## config.mk

```make
export PLATFORM = sky130hd
export DESIGN_NAME = skew_feed_ctrl
export DESIGN_NICKNAME = d
export VERILOG_FILES = /design/src/rtl/conv_pre_pkg.sv /design/src/rtl/skew_flag_line.sv /design/src/rtl/skew_feed_ctrl.sv
export SDC_FILE = /design/constraint.sdc
export NUM_CORES = 1
export LEC_CHECK = 0
export ABC_AREA = 1
export CAP_MARGIN = 20
export CORE_MARGIN = 5
export CORE_UTILIZATION = 55
export CTS_BUF_LIST = sky130_fd_sc_hd__clkbuf_2 sky130_fd_sc_hd__clkbuf_4 sky130_fd_sc_hd__clkbuf_8
export CTS_CLUSTER_DIAMETER = 30
export DETAILED_ROUTE_END_ITERATION = 10
export GPL_TIMING_DRIVEN = 0
export PLACE_DENSITY = 0.79
export SYNTH_ARGS = -nofsm -noshare
export SYNTH_HDL_FRONTEND = slang
export SYNTH_SLANG_ARGS = --single-unit
```

## constraint.sdc

```tcl
create_clock -name clk -period 6.3 [get_ports clk]
set_clock_uncertainty 0.1 [all_clocks]
set_input_delay 1.575 -clock clk [delete_from_list [all_inputs] [get_ports clk]]
set_output_delay 1.575 -clock clk [all_outputs]
set_load 0.02 [all_outputs]
```

## src/rtl/conv_pre_pkg.sv

```systemverilog
// Shared definitions for the skewed-feed front end: FSM encoding, lane default, flag payload.
package conv_pre_pkg;

  localparam int unsigned LANE_NUM_DEF = 9;
  localparam int unsigned FLAG_W       = 2;

  localparam logic [1:0] ST_IDLE  = 2'd0;
  localparam logic [1:0] ST_LOAD  = 2'd1;
  localparam logic [1:0] ST_FLUSH = 2'd2;
  localparam logic [1:0] ST_DONE  = 2'd3;

  typedef enum logic [1:0] {
    IDLE  = ST_IDLE,
    LOAD  = ST_LOAD,
    FLUSH = ST_FLUSH,
    DONE  = ST_DONE
  } state_e;

  // One delay-line slot: beat valid plus last-beat marker.
  typedef struct packed {
    logic last;
    logic valid;
  } flag_t;

endpackage

```

## src/rtl/skew_flag_line.sv

```systemverilog
// Delay line carrying {last, valid} through DEPTH registered stages; stage i is the input delayed i+1 cycles.
module skew_flag_line
  import conv_pre_pkg::*;
#(
  parameter int unsigned DEPTH = LANE_NUM_DEF - 1
) (
  input  logic             clk,
  input  logic             rst,
  input  flag_t            flag_in,
  output logic [DEPTH-1:0] valid_out,
  output logic             last_out
);

  flag_t [DEPTH-1:0] stage_q;
  flag_t [DEPTH-1:0] stage_d;

  always_comb begin
    stage_d    = stage_q;
    stage_d[0] = flag_in;
    for (int unsigned i = 1; i < DEPTH; i++) begin
      stage_d[i] = stage_q[i-1];
    end
  end

  always_ff @(posedge clk) begin
    if (rst) begin
      stage_q <= '0;
    end else begin
      stage_q <= stage_d;
    end
  end

  always_comb begin
    valid_out = '0;
    for (int unsigned i = 0; i < DEPTH; i++) begin
      valid_out[i] = stage_q[i].valid;
    end
    last_out = stage_q[DEPTH-1].last;
  end

endmodule

```

## src/rtl/skew_feed_ctrl.sv

```systemverilog
// Tile feed controller: accepts cfg_len beats, produces per-lane skewed valids,
// flushes the skew pipeline and pulses done.
module skew_feed_ctrl
  import conv_pre_pkg::*;
#(
  parameter int unsigned LANE_NUM  = LANE_NUM_DEF,
  parameter int unsigned CNT_WIDTH = 16
) (
  input  logic                 clk,
  input  logic                 rst,
  input  logic                 start,
  input  logic [CNT_WIDTH-1:0] cfg_len,
  input  logic                 abort,
  input  logic                 s_valid,
  input  logic                 s_last,
  output logic                 s_ready,
  output logic                 feed_zero,
  output logic [LANE_NUM-1:0]  lane_valid,
  output logic                 out_last,
  output logic                 busy,
  output logic                 done,
  output logic                 err_len
);

  localparam int unsigned DEPTH   = LANE_NUM - 1;
  localparam int unsigned FLUSH_W = $clog2(LANE_NUM);

  state_e               state_q, state_d;
  logic [CNT_WIDTH-1:0] cnt_q, cnt_d;
  logic [CNT_WIDTH-1:0] len_q, len_d;
  logic [FLUSH_W-1:0]   flush_cnt_q, flush_cnt_d;
  logic                 err_len_q, err_len_d;
  logic                 busy_q, busy_d;
  logic                 done_q, done_d;

  logic                 accept;
  logic                 at_end;
  logic                 last_beat;
  flag_t                flag_in;
  logic [DEPTH-1:0]     skew_valid;
  logic                 skew_last;

  // Handshake; abort blocks acceptance so it never coincides with a last beat.
  always_comb begin
    s_ready       = (state_q == LOAD) && !abort;
    accept        = s_valid && s_ready;
    feed_zero     = !accept;
    at_end        = (cnt_q == (len_q - CNT_WIDTH'(1)));
    last_beat     = accept && (at_end || s_last);
    flag_in.valid = accept;
    flag_in.last  = last_beat;
  end

  always_comb begin
    state_d     = state_q;
    cnt_d       = cnt_q;
    len_d       = len_q;
    flush_cnt_d = '0;
    err_len_d   = err_len_q;
    case (state_q)
      IDLE: begin
        if (start) begin
          err_len_d = 1'b0;
          cnt_d     = '0;
          if (cfg_len != '0) begin
            len_d   = cfg_len;
            state_d = LOAD;
          end else begin
            state_d = DONE;
          end
        end
      end
      LOAD: begin
        if (abort) begin
          state_d = FLUSH;
        end else if (accept) begin
          cnt_d = cnt_q + CNT_WIDTH'(1);
          if (last_beat) begin
            state_d = FLUSH;
            // Early s_last or missing s_last on the final counted beat.
            if (at_end != s_last) begin
              err_len_d = 1'b1;
            end
          end
        end
      end
      FLUSH: begin
        if (flush_cnt_q == FLUSH_W'(LANE_NUM - 2)) begin
          state_d = DONE;
        end else begin
          flush_cnt_d = flush_cnt_q + FLUSH_W'(1);
        end
      end
      DONE: begin
        state_d = IDLE;
      end
      default: begin
        state_d = IDLE;
      end
    endcase
    busy_d = (state_d != IDLE);
    done_d = (state_d == DONE);
  end

  always_ff @(posedge clk) begin
    if (rst) begin
      state_q     <= IDLE;
      cnt_q       <= '0;
      len_q       <= '0;
      flush_cnt_q <= '0;
      err_len_q   <= 1'b0;
      busy_q      <= 1'b0;
      done_q      <= 1'b0;
    end else begin
      state_q     <= state_d;
      cnt_q       <= cnt_d;
      len_q       <= len_d;
      flush_cnt_q <= flush_cnt_d;
      err_len_q   <= err_len_d;
      busy_q      <= busy_d;
      done_q      <= done_d;
    end
  end

  skew_flag_line #(
    .DEPTH(DEPTH)
  ) u_skew_flag_line (
    .clk      (clk),
    .rst      (rst),
    .flag_in  (flag_in),
    .valid_out(skew_valid),
    .last_out (skew_last)
  );

  always_comb begin
    lane_valid = {skew_valid, accept};
    out_last   = skew_last;
    busy       = busy_q;
    done       = done_q;
    err_len    = err_len_q;
  end

endmodule

```

==> run metrics <==
RSZ-0062 raised after global routing no; CTS Buf Count 9; diodes inserted 0; part of the cycle the worst path needs 0.743; vias in the first global route 2,503; reg2reg start len_q[0]; Post-Place Worst Slack 1.61 ns; final core occ 0.702; Crit Path Class in2out; #FFs+latches synth 57; Residual DRC 0; R2R Path End done; synth warn 0; Core ar. 5170 um^2; PortBufs 36; CTS root buf clkbuf_8; outcome completed; CTS tree done; crit end category output pin; CP max stage delay 0.59 ns; Worst path depth 6; Critical Path AT 3.00 ns; crit-path cells clkdlybuf4s50_1, inv_1, nand3_4, inv_1, buf_4, clkdlybuf4s50_1; DR WL/cell 11.8 um; worst slew pin tran 0.450 ns; Syn Nets 456; # setup viols final 0; commonest non-fill, non-tap cell in the layout nand2_1; Routed Antenna Nets 0; PD cells 259 nW/um^2; Worst Hold Class reg2reg; fin area 3630 um^2; die area 6930 um^2; FF-to-FF setup slack 3.62 ns; DR vias/cell 5.05; Via Count 2,787; sequential fraction of the synthesis area 0.386; # rows 26; global-route wire length before repair 10,900 um; Post-CTS Setup Bufs 0; global routing met3 resource utilization 0.0594; hold wc startpoint u_skew_flag_line.stage_d[7]; Detailed Place HPWL 4950 um; CTS H-tree depth 3; Tot GR Track Use 0.193; Worst EP required 4.62 ns; GPL Wtd Cong 0.914; WP buf/inv 5; delay-heaviest family, CP buffers and inverters; largest net degree at the start of global routing 13; First-pass DRT Iterations 4; initial antenna violation count 0; CTS sink cnt 57; Horiz. Die Dim 83.3 um; most frequent cells in the layout nand2_1, inv_1, nor2_1; Peak Freq 214 MHz; hold path depth 2; layout cell share with drive strength beyond 1 0.104; Final min period 4.68 ns; syn avg cell area 6.87 um^2; dpl cell area 3400 um^2; gr ovfl total 0; max cap viols 0; hold_buf cts 0; mapped cell area 2950 um^2; slowest CP cell clkdlybuf4s50_1; DRT Wirelength 6500 um; Slew HR 0.700; Netlist cell types 33; Final Hold Slack 0.304 ns; IR Drop Worst-Case VDD 0.197 mV; Die Y 83.3 um; Layout area overhead 22.9%; met1 GRT Util 0.236; M2 GR Usage 0.316; First DRT Iteration DRCs 137; final hold viol count 0; IO Count 37; Clk pin slew, worst setup/hold paths 0.07 ns; synthesized instance count 430; P_leak 1.56 nW; crit path max fanout 5; gr busiest metal met2; setup tns final 0 ns; Net count, final 503; Hold Path Sink u_skew_flag_line.stage_d[9]; maximum clock insertion buffer count 2; R2R cell count 19; CTS resizes 0; clk_lat worst skew 0.34 ns; Starting Density 0.571; Slew Limit Fails 0; crit start category primary input; setup slack after layout 1.62 ns
[cell families after synthesis]
kind of cell / synth area share
compound gates: 0.0991
fa+ha+maj: 0.0169
xor+xnor: 0.0297
flops: 0.386
simple gates: 0.350
buf+inv: 0.118
[cell type report]
class / count / area [um^2]
flip-flops and latches: 57 / 1140
multi-input cells: 289 / 1460
well taps: 70 / 87.6
inverters: 70 / 263
clock buffers: 9 / 124
fillers: 458 / 1540
clock inverters: 7 / 104
plain buffers: 14 / 86.3
repair buffers: 36 / 360
[per-layer routing]
metal	wire length, um	vias to the layer above
met5	0	-
li1	-	1444
met1	2930	1270
met2	3110	60
met4	148	0
met3	315	13
[registers in the layout, indices dropped and copies added (netlist names)]
register	flops
done	1
cnt_q	16
flush_cnt_q	4
state_q	2
err_len	1
u_skew_flag_line.stage_d	7
u_skew_flag_line.last_out	1
len_q	16
busy	1
u_skew_flag_line.valid_out	8
[synthesized netlist by cell type, drive strengths merged]
cell	count	area (um^2)
nand2	95	377
nor2	72	333
inv	70	263
dfxtp	57	1140
nand3	27	158
a21oi	26	130
o21ai	22	110
buf	12	78.8
nor3	10	60.1
nand4	8	50.1
xnor2	7	61.3
ha	4	50.1
nand3b	4	30.0
a211oi	3	22.5
xor2	3	26.3
clkbuf	2	7.51
nor4	2	12.5
o21bai	2	15.0
and2	1	6.26
o211ai	1	7.51
o21a	1	7.51
or2	1	6.26
[how the worst max path moves through the flow]
stage / from / endpoint / slack [ns]
after global placement: abort / lane_valid[0] / 1.62
after detailed placement: abort / lane_valid[0] / 1.61
after CTS: abort / lane_valid[0] / 1.61
after floorplan: abort / lane_valid[0] / 2.62
final: abort / lane_valid[0] / 1.62
after global routing: abort / lane_valid[0] / 1.57
[per-stage QoR]
stage	instances	power (W)
4_1_cts	552	0.000946
2_1_floorplan	430	0.000509
3_5_place_dp	536	0.000557
5_1_grt	552	0.000993
3_3_place_gp	536	0.000553
6_report	552	0.000941
[report_power, final]
group          internal, W  leakage (nW)  switching (W)
Combinational    0.0000628         0.980      0.0000997
Clock             0.000226         0.114       0.000163
Sequential        0.000375         0.464      0.0000139
Total             0.000664          1.56       0.000277
[worst min-delay path, delay by kind of cell, from the launching register on]
kind,cells,cell delay [ns]
simple gates,1,0.03
flops,1,0.30
buf+inv,1,0.04
No activity file was read; power rests on OpenSTA's default activity.
